## src/rtl/xm_debug_input_if.sv

```systemverilog
// Front-panel pin bundle for the debugger input conditioner.
//   btn_i    : raw push-buttons, [0] action, [1] fwd, [2] bwd (async, active-high)
//   sw_i     : raw slide switches (async)
//   action_o : one-cycle pulse per accepted action press
//   cycFwd_o : one-cycle pulse per accepted fwd press
//   cycBwd_o : one-cycle pulse per accepted bwd press
//   data_o   : synchronised switch word
// The board side uses the master modport; the conditioner uses the slave modport.
interface xm_debug_input_if;
    logic [2:0]  btn_i;
    logic [15:0] sw_i;
    logic        action_o;
    logic        cycFwd_o;
    logic        cycBwd_o;
    logic [15:0] data_o;

    modport master (
        output btn_i,
        output sw_i,
        input  action_o,
        input  cycFwd_o,
        input  cycBwd_o,
        input  data_o
    );

    modport slave (
        input  btn_i,
        input  sw_i,
        output action_o,
        output cycFwd_o,
        output cycBwd_o,
        output data_o
    );
endinterface

```

## src/rtl/xm_debug_input.sv

```systemverilog
// Front-panel input conditioner for the debugger.
// Synchronises the raw buttons and switches, debounces each button with a
// four-state FSM, and turns every accepted press into exactly one registered,
// one-cycle pulse. Simultaneous presses are serialised with priority
// action > fwd > bwd; no press is ever dropped.
// Ports:
//   clk_i   : system clock, rising edge
//   arst_ni : asynchronous active-low reset
//   bus     : slave side of xm_debug_input_if (btn_i, sw_i in; pulses, data_o out)
module xm_debug_input #(
    parameter int unsigned DEBOUNCE_CYCLES = 500000,
    parameter int unsigned CNT_W           = 20
) (
    input logic             clk_i,
    input logic             arst_ni,
    xm_debug_input_if.slave bus
);

    typedef enum logic [1:0] {
        IDLE,
        PRESS_WAIT,
        HELD,
        RELEASE_WAIT
    } state_t;

    localparam logic [CNT_W-1:0] CNT_LAST = CNT_W'(DEBOUNCE_CYCLES - 1);

    // Two-flop synchronisers
    logic [2:0]  btn_meta;
    logic [2:0]  btn_sync;
    logic [15:0] sw_meta;
    logic [15:0] sw_sync;

    always_ff @(posedge clk_i or negedge arst_ni) begin
        if (!arst_ni) begin
            btn_meta <= '0;
            btn_sync <= '0;
            sw_meta  <= '0;
            sw_sync  <= '0;
        end else begin
            btn_meta <= bus.btn_i;
            btn_sync <= btn_meta;
            sw_meta  <= bus.sw_i;
            sw_sync  <= sw_meta;
        end
    end

    assign bus.data_o = sw_sync;

    // Per-button debounce FSMs
    state_t           state_q [3];
    state_t           state_d [3];
    logic [CNT_W-1:0] cnt_q   [3];
    logic [CNT_W-1:0] cnt_d   [3];
    logic [2:0]       req_q;
    logic [2:0]       req_d;

    always_ff @(posedge clk_i or negedge arst_ni) begin
        if (!arst_ni) begin
            for (int unsigned i = 0; i < 3; i++) begin
                state_q[i] <= RELEASE_WAIT;
                cnt_q[i]   <= '0;
            end
            req_q <= '0;
        end else begin
            for (int unsigned i = 0; i < 3; i++) begin
                state_q[i] <= state_d[i];
                cnt_q[i]   <= cnt_d[i];
            end
            req_q <= req_d;
        end
    end

    // The count is compared after incrementing, so the sample that moved the
    // FSM out of IDLE/HELD counts as the first of the DEBOUNCE_CYCLES stable
    // samples.
    always_comb begin
        req_d = '0;
        for (int unsigned i = 0; i < 3; i++) begin
            state_d[i] = state_q[i];
            cnt_d[i]   = cnt_q[i];
            case (state_q[i])
                IDLE: begin
                    if (btn_sync[i]) begin
                        cnt_d[i]   = '0;
                        state_d[i] = PRESS_WAIT;
                    end
                end
                PRESS_WAIT: begin
                    if (!btn_sync[i]) begin
                        state_d[i] = IDLE;
                    end else begin
                        cnt_d[i] = cnt_q[i] + CNT_W'(1);
                        if (cnt_d[i] == CNT_LAST) begin
                            state_d[i] = HELD;
                            req_d[i]   = 1'b1;
                        end
                    end
                end
                HELD: begin
                    if (!btn_sync[i]) begin
                        cnt_d[i]   = '0;
                        state_d[i] = RELEASE_WAIT;
                    end
                end
                RELEASE_WAIT: begin
                    if (btn_sync[i]) begin
                        state_d[i] = HELD;
                    end else begin
                        cnt_d[i] = cnt_q[i] + CNT_W'(1);
                        if (cnt_d[i] == CNT_LAST) begin
                            state_d[i] = IDLE;
                        end
                    end
                end
                default: begin
                    state_d[i] = RELEASE_WAIT;
                    cnt_d[i]   = '0;
                end
            endcase
        end
    end

    // Pending flags and fixed-priority pulse arbiter
    logic [2:0] pend_q;
    logic [2:0] grant;
    logic [2:0] pulse_q;

    always_comb begin
        grant = '0;
        if (pend_q[0]) begin
            grant = 3'b001;
        end else if (pend_q[1]) begin
            grant = 3'b010;
        end else if (pend_q[2]) begin
            grant = 3'b100;
        end
    end

    // A req arriving for a button that is already pending (even the one being
    // granted this cycle) is absorbed rather than queued a second time.
    always_ff @(posedge clk_i or negedge arst_ni) begin
        if (!arst_ni) begin
            pend_q  <= '0;
            pulse_q <= '0;
        end else begin
            pend_q  <= (pend_q | req_q) & ~grant;
            pulse_q <= grant;
        end
    end

    assign bus.action_o = pulse_q[0];
    assign bus.cycFwd_o = pulse_q[1];
    assign bus.cycBwd_o = pulse_q[2];

endmodule

```

## src/flat_wrapper.sv

```systemverilog
// flat-port wrapper written by rule: the top's interface ports become plain ports
module xm_debug_input_flat 
#(
    parameter int unsigned DEBOUNCE_CYCLES = 500000,
    parameter int unsigned CNT_W           = 20
)
  (clk_i, arst_ni, bus_btn_i, bus_sw_i, bus_action_o, bus_cycFwd_o, bus_cycBwd_o, bus_data_o);
  xm_debug_input_if bus_i ();
  input logic clk_i;
  input logic arst_ni;
  input wire logic [$bits(bus_i.btn_i)-1:0] bus_btn_i;
  input wire logic [$bits(bus_i.sw_i)-1:0] bus_sw_i;
  output wire logic [$bits(bus_i.action_o)-1:0] bus_action_o;
  output wire logic [$bits(bus_i.cycFwd_o)-1:0] bus_cycFwd_o;
  output wire logic [$bits(bus_i.cycBwd_o)-1:0] bus_cycBwd_o;
  output wire logic [$bits(bus_i.data_o)-1:0] bus_data_o;
  assign bus_i.btn_i = bus_btn_i;
  assign bus_i.sw_i = bus_sw_i;
  assign bus_action_o = bus_i.action_o;
  assign bus_cycFwd_o = bus_i.cycFwd_o;
  assign bus_cycBwd_o = bus_i.cycBwd_o;
  assign bus_data_o = bus_i.data_o;
  xm_debug_input #(.DEBOUNCE_CYCLES(DEBOUNCE_CYCLES), .CNT_W(CNT_W)) u_core (.clk_i(clk_i), .arst_ni(arst_ni), .bus(bus_i));
endmodule
```

## config.mk

```make
export PLATFORM = sky130hd
export DESIGN_NAME = xm_debug_input_flat
export DESIGN_NICKNAME = d
export VERILOG_FILES = /design/src/rtl/xm_debug_input_if.sv /design/src/rtl/xm_debug_input.sv /design/src/flat_wrapper.sv
export SDC_FILE = /design/constraint.sdc
export NUM_CORES = 1
export LEC_CHECK = 0
export BUFFER_PORTS_ARGS = -buffer_cell sky130_fd_sc_hd__buf_2
export CAP_MARGIN = 40
export CORE_MARGIN = 1.5
export CORE_UTILIZATION = 50
export CTS_CLUSTER_SIZE = 40
export DETAILED_ROUTE_END_ITERATION = 8
export PLACE_DENSITY = 0.68
export SLEW_MARGIN = 20
export SYNTH_ARGS = -nofsm -noshare
export SYNTH_HDL_FRONTEND = slang
export SYNTH_SLANG_ARGS = --single-unit
```

## constraint.sdc

```tcl
create_clock -name clk_i -period 5.6 [get_ports clk_i]
set_input_delay 0.56 -clock clk_i [delete_from_list [all_inputs] [get_ports clk_i]]
set_output_delay 0.56 -clock clk_i [all_outputs]
set_load 0.01 [all_outputs]
```

==> summary.md <==
| Metric | Value |
|---|---|
| # resized after CTS | `0` |
| Slew Limit Fails | `0` |
| Design Area, Final | `0.00655 mm2` |
| Power Density | `321 mW/mm2` |
| Ys flop type | `dfrtp_1` |
| Clock Path Buffers | `2` |
| Setup-failing EPs final | `0` |
| CTS clk-pin slew, worst paths | `50 ps` |
| Num CTS Buffers | `17` |
| Final hold violation count | `0` |
| Core area | `0.0109 mm2` |
| Yosys Warn Count | `0` |
| Share of cells above drive strength 1 | `0.171` |
| Switching share of power | `0.232` |
| Static Leak | `2.80 nW` |
| Setup TNS | `0 ps` |
| Critical Path Start Type | `flop` |
| Area Growth Syn to Fin | `15.6%` |
| CTS tree | `done` |
| Latest clock arrival within the worst-skew pair | `410 ps` |
| Die area | `0.0120 mm2` |
| Clock power frac | `0.526` |
| Starting DRT DRC Count | `355` |
| Crit path capture type | `flop` |
| GRT Total Usage | `0.209` |
| Int Power | `1.61 mW` |
| Die H | `109 um` |
| Seq pwr share | `0.423` |
| DR WL/cell | `15.0 um` |
| Most common cell after layout, fill and taps aside | `dfrtp_1` |
| Largest net degree at the start of global routing | `44` |
| Hold crit path type | `primary input to async pin` |
| Clk_skew | `4.91 ps` |
| CTS Hold Buffers Added | `0` |
| Post-synth net total | `620` |
| Most frequent cells in the layout | `107 x dfrtp_1, 78 x nand2_1, 52 x o21ai_0` |
| Gr ovfl total | `0` |
| Total Power | `2.10 mW` |
| Status | `complete, no violations` |
| Residual DRC | `0` |
| Worst Path Required | `5930 ps` |
| Placed Area | `0.00594 mm2` |
| Seq/Total Area, Yosys | `0.500` |
| Net Switching | `0.488 mW` |
| Final Wtd Congestion | `0.834` |
| Critical path arrival | `2870 ps` |
| EDFF count, synth | `0` |
| Vias per inst | `5.82` |
| Initial antenna violation count | `0` |
| Vias | `4455` |
| Crit Path Max Fanout | `11` |
| Post-synthesis cell area | `0.00567 mm2` |
| CTS Sinks | `113` |
| RSZ-0062 raised after global routing | `no` |
| Final period utilization | `0.452` |
| Final core utilization | `0.599` |
| Mapped Cells | `593` |
| Initial core utilization | `0.519` |
| Combinational share of power | `0.051` |
| DP Wirelength | `7410 um` |
| Die width | `109 um` |
| CP Class | `flop to flop` |
| Root Driver | `clkbuf_16` |
| Fin nets | `641` |
| Mean Syn Cell Area | `9.56 um2` |
| Row cnt | `38` |
| Vias in the first global route | `4082` |
| H-tree depth | `4` |
| Final WL | `11500 um` |
| Max Cap Viol | `0` |
| Setup Buffers After CTS | `0` |
| FF+latch count, synth | `113` |
| Max-slew headroom | `0.481` |
| Max Fclk | `395 MHz` |
| Routed Antenna Nets | `0` |
| Asr flop ratio synth | `1.00` |
| First-pass GRT wire length | `19300 um` |
| Worst slew pin tran | `771 ps` |
| IO buf count | `39` |
| # diodes | `0` |
| Worst vdd ir | `253 uV` |
| Synth cell types | `58` |
| # IOs | `40` |
| Final Critical Period | `2530 ps` |
| First-pass DRT Iterations | `5` |
==> synth_stat cells (4+ instances only) <==
| cell type | number | area (um2) |
|---|---|---|
| dfrtp_1 | 107 | 2680 |
| nand2_1 | 78 | 293 |
| o21ai_0 | 52 | 260 |
| nor2_1 | 37 | 139 |
| clkbuf_1 | 27 | 101 |
| nand3_1 | 23 | 115 |
| nor3_1 | 22 | 110 |
| a22o_1 | 21 | 184 |
| a21oi_1 | 18 | 90.1 |
| nand4_1 | 18 | 113 |
| nor4_1 | 16 | 100 |
| mux2i_1 | 15 | 150 |
| nor2b_1 | 13 | 81.3 |
| mux2_2 | 12 | 135 |
| inv_1 | 10 | 37.5 |
| nand2b_1 | 8 | 50.1 |
| and2_1 | 7 | 43.8 |
| buf_1 | 7 | 26.3 |
| buf_2 | 6 | 30.0 |
| dfstp_2 | 6 | 158 |
| ha_1 | 6 | 75.1 |
| nor3b_1 | 6 | 45.0 |
| or4_1 | 6 | 45.0 |
| xnor2_1 | 6 | 52.6 |
| and3_1 | 5 | 31.3 |
| and4_1 | 5 | 43.8 |
| o31ai_1 | 5 | 37.5 |
| xor2_1 | 5 | 43.8 |
| nor4_2 | 4 | 50.1 |
==> flip-flops by register name, summed over array words and instances (netlist names), named ones only <==
name               count
u_core.cnt_q          60
u_core.bus.data_o     16
u_core.sw_meta        16
u_core.btn_meta        3
u_core.btn_sync        3
u_core.pend_q          3
u_core.pulse_q         3
u_core.req_q           3
u_core.state_q         3
==> worst paths after layout <==
| kind | from | to | slack (ps) | cells after the start |
|---|---|---|---|---|
| worst max register to register | u_core.cnt_q[41] | flop | 3070 | 7 |
| max in group asynchronous | arst_ni | async pin | 4340 | 3 |
| worst min-delay path | arst_ni | u_core.bus.data_o[7] | 100 | 1 |
| worst max-delay path | u_core.cnt_q[41] | flop | 3070 | 7 |
| min in group clk_i | bus_sw_i[14] | u_core.sw_meta[14] | 250 | 1 |
| worst min register to register | u_core.sw_meta[8] | u_core.bus.data_o[8] | 340 | 0 |
==> metrics by stage <==
| stage | hold WS (ps) | worst slack, ps | instances |
|---|---|---|---|
| detailed placement | 336 | 3100 | 735 |
| CTS | 106 | 3070 | 766 |
| global route | 142 | 2860 | 766 |
| finish | 101 | 3070 | 766 |
| global placement | 332 | 3170 | 734 |
| floorplan | 264 | 3230 | 593 |
==> critical path, cell delays in order, from the launching register on <==
cell and delay [ps]:
dfrtp_1 450, ha_1 280, nand3_1 150, or3_4 420, nor4_2 250, o2111ai_1 140
nor4_2 390, mux2_1 360
==> final cells by class <==
type,count,area (um2)
sequential,113,2840
clock inverter,12,158
tap,140,175
clock buffer,19,453
fill,916,4380
multi-input combinational,428,2650
inverter,10,37.5
timing repair buffer,44,248
==> layer usage <==
layer  wire length [um]  track usage  share of wire  up-vias
li1                   -            -              -     2179
met1               5360        0.276           0.47     2152
met2               5360        0.321           0.47      108
met3                600       0.0569          0.052       16
met4                171       0.0974          0.015        0
met5                  0            0              0        -
==> cell families (layout without fill, tap and decap cells) <==
group | Yosys count | in the layout | share of synthesized area
and+or+nand+nor | 262 | 262 | 0.245
AOI/OAI and AO/OA | 121 | 121 | 0.135
DFF | 113 | 113 | 0.500
buffers and inverters | 52 | 85 | 0.0373
muxes | 28 | 28 | 0.0523
xor gates and xnor gates | 11 | 11 | 0.0170
adders and majority gates | 6 | 6 | 0.0132
==> power groups by stage <==
| stage | clock (mW) | combinational, mW | sequential (mW) |
|---|---|---|---|
| after floorplan | 0 | 0.0736 | 0.886 |
| after global placement | 0 | 0.103 | 0.898 |
| after detailed placement | 0 | 0.108 | 0.902 |
| after CTS | 1.13 | 0.110 | 0.889 |
| after global routing | 1.17 | 0.122 | 0.894 |
| final | 1.11 | 0.107 | 0.889 |
No activity file was read; power rests on OpenSTA's default activity.
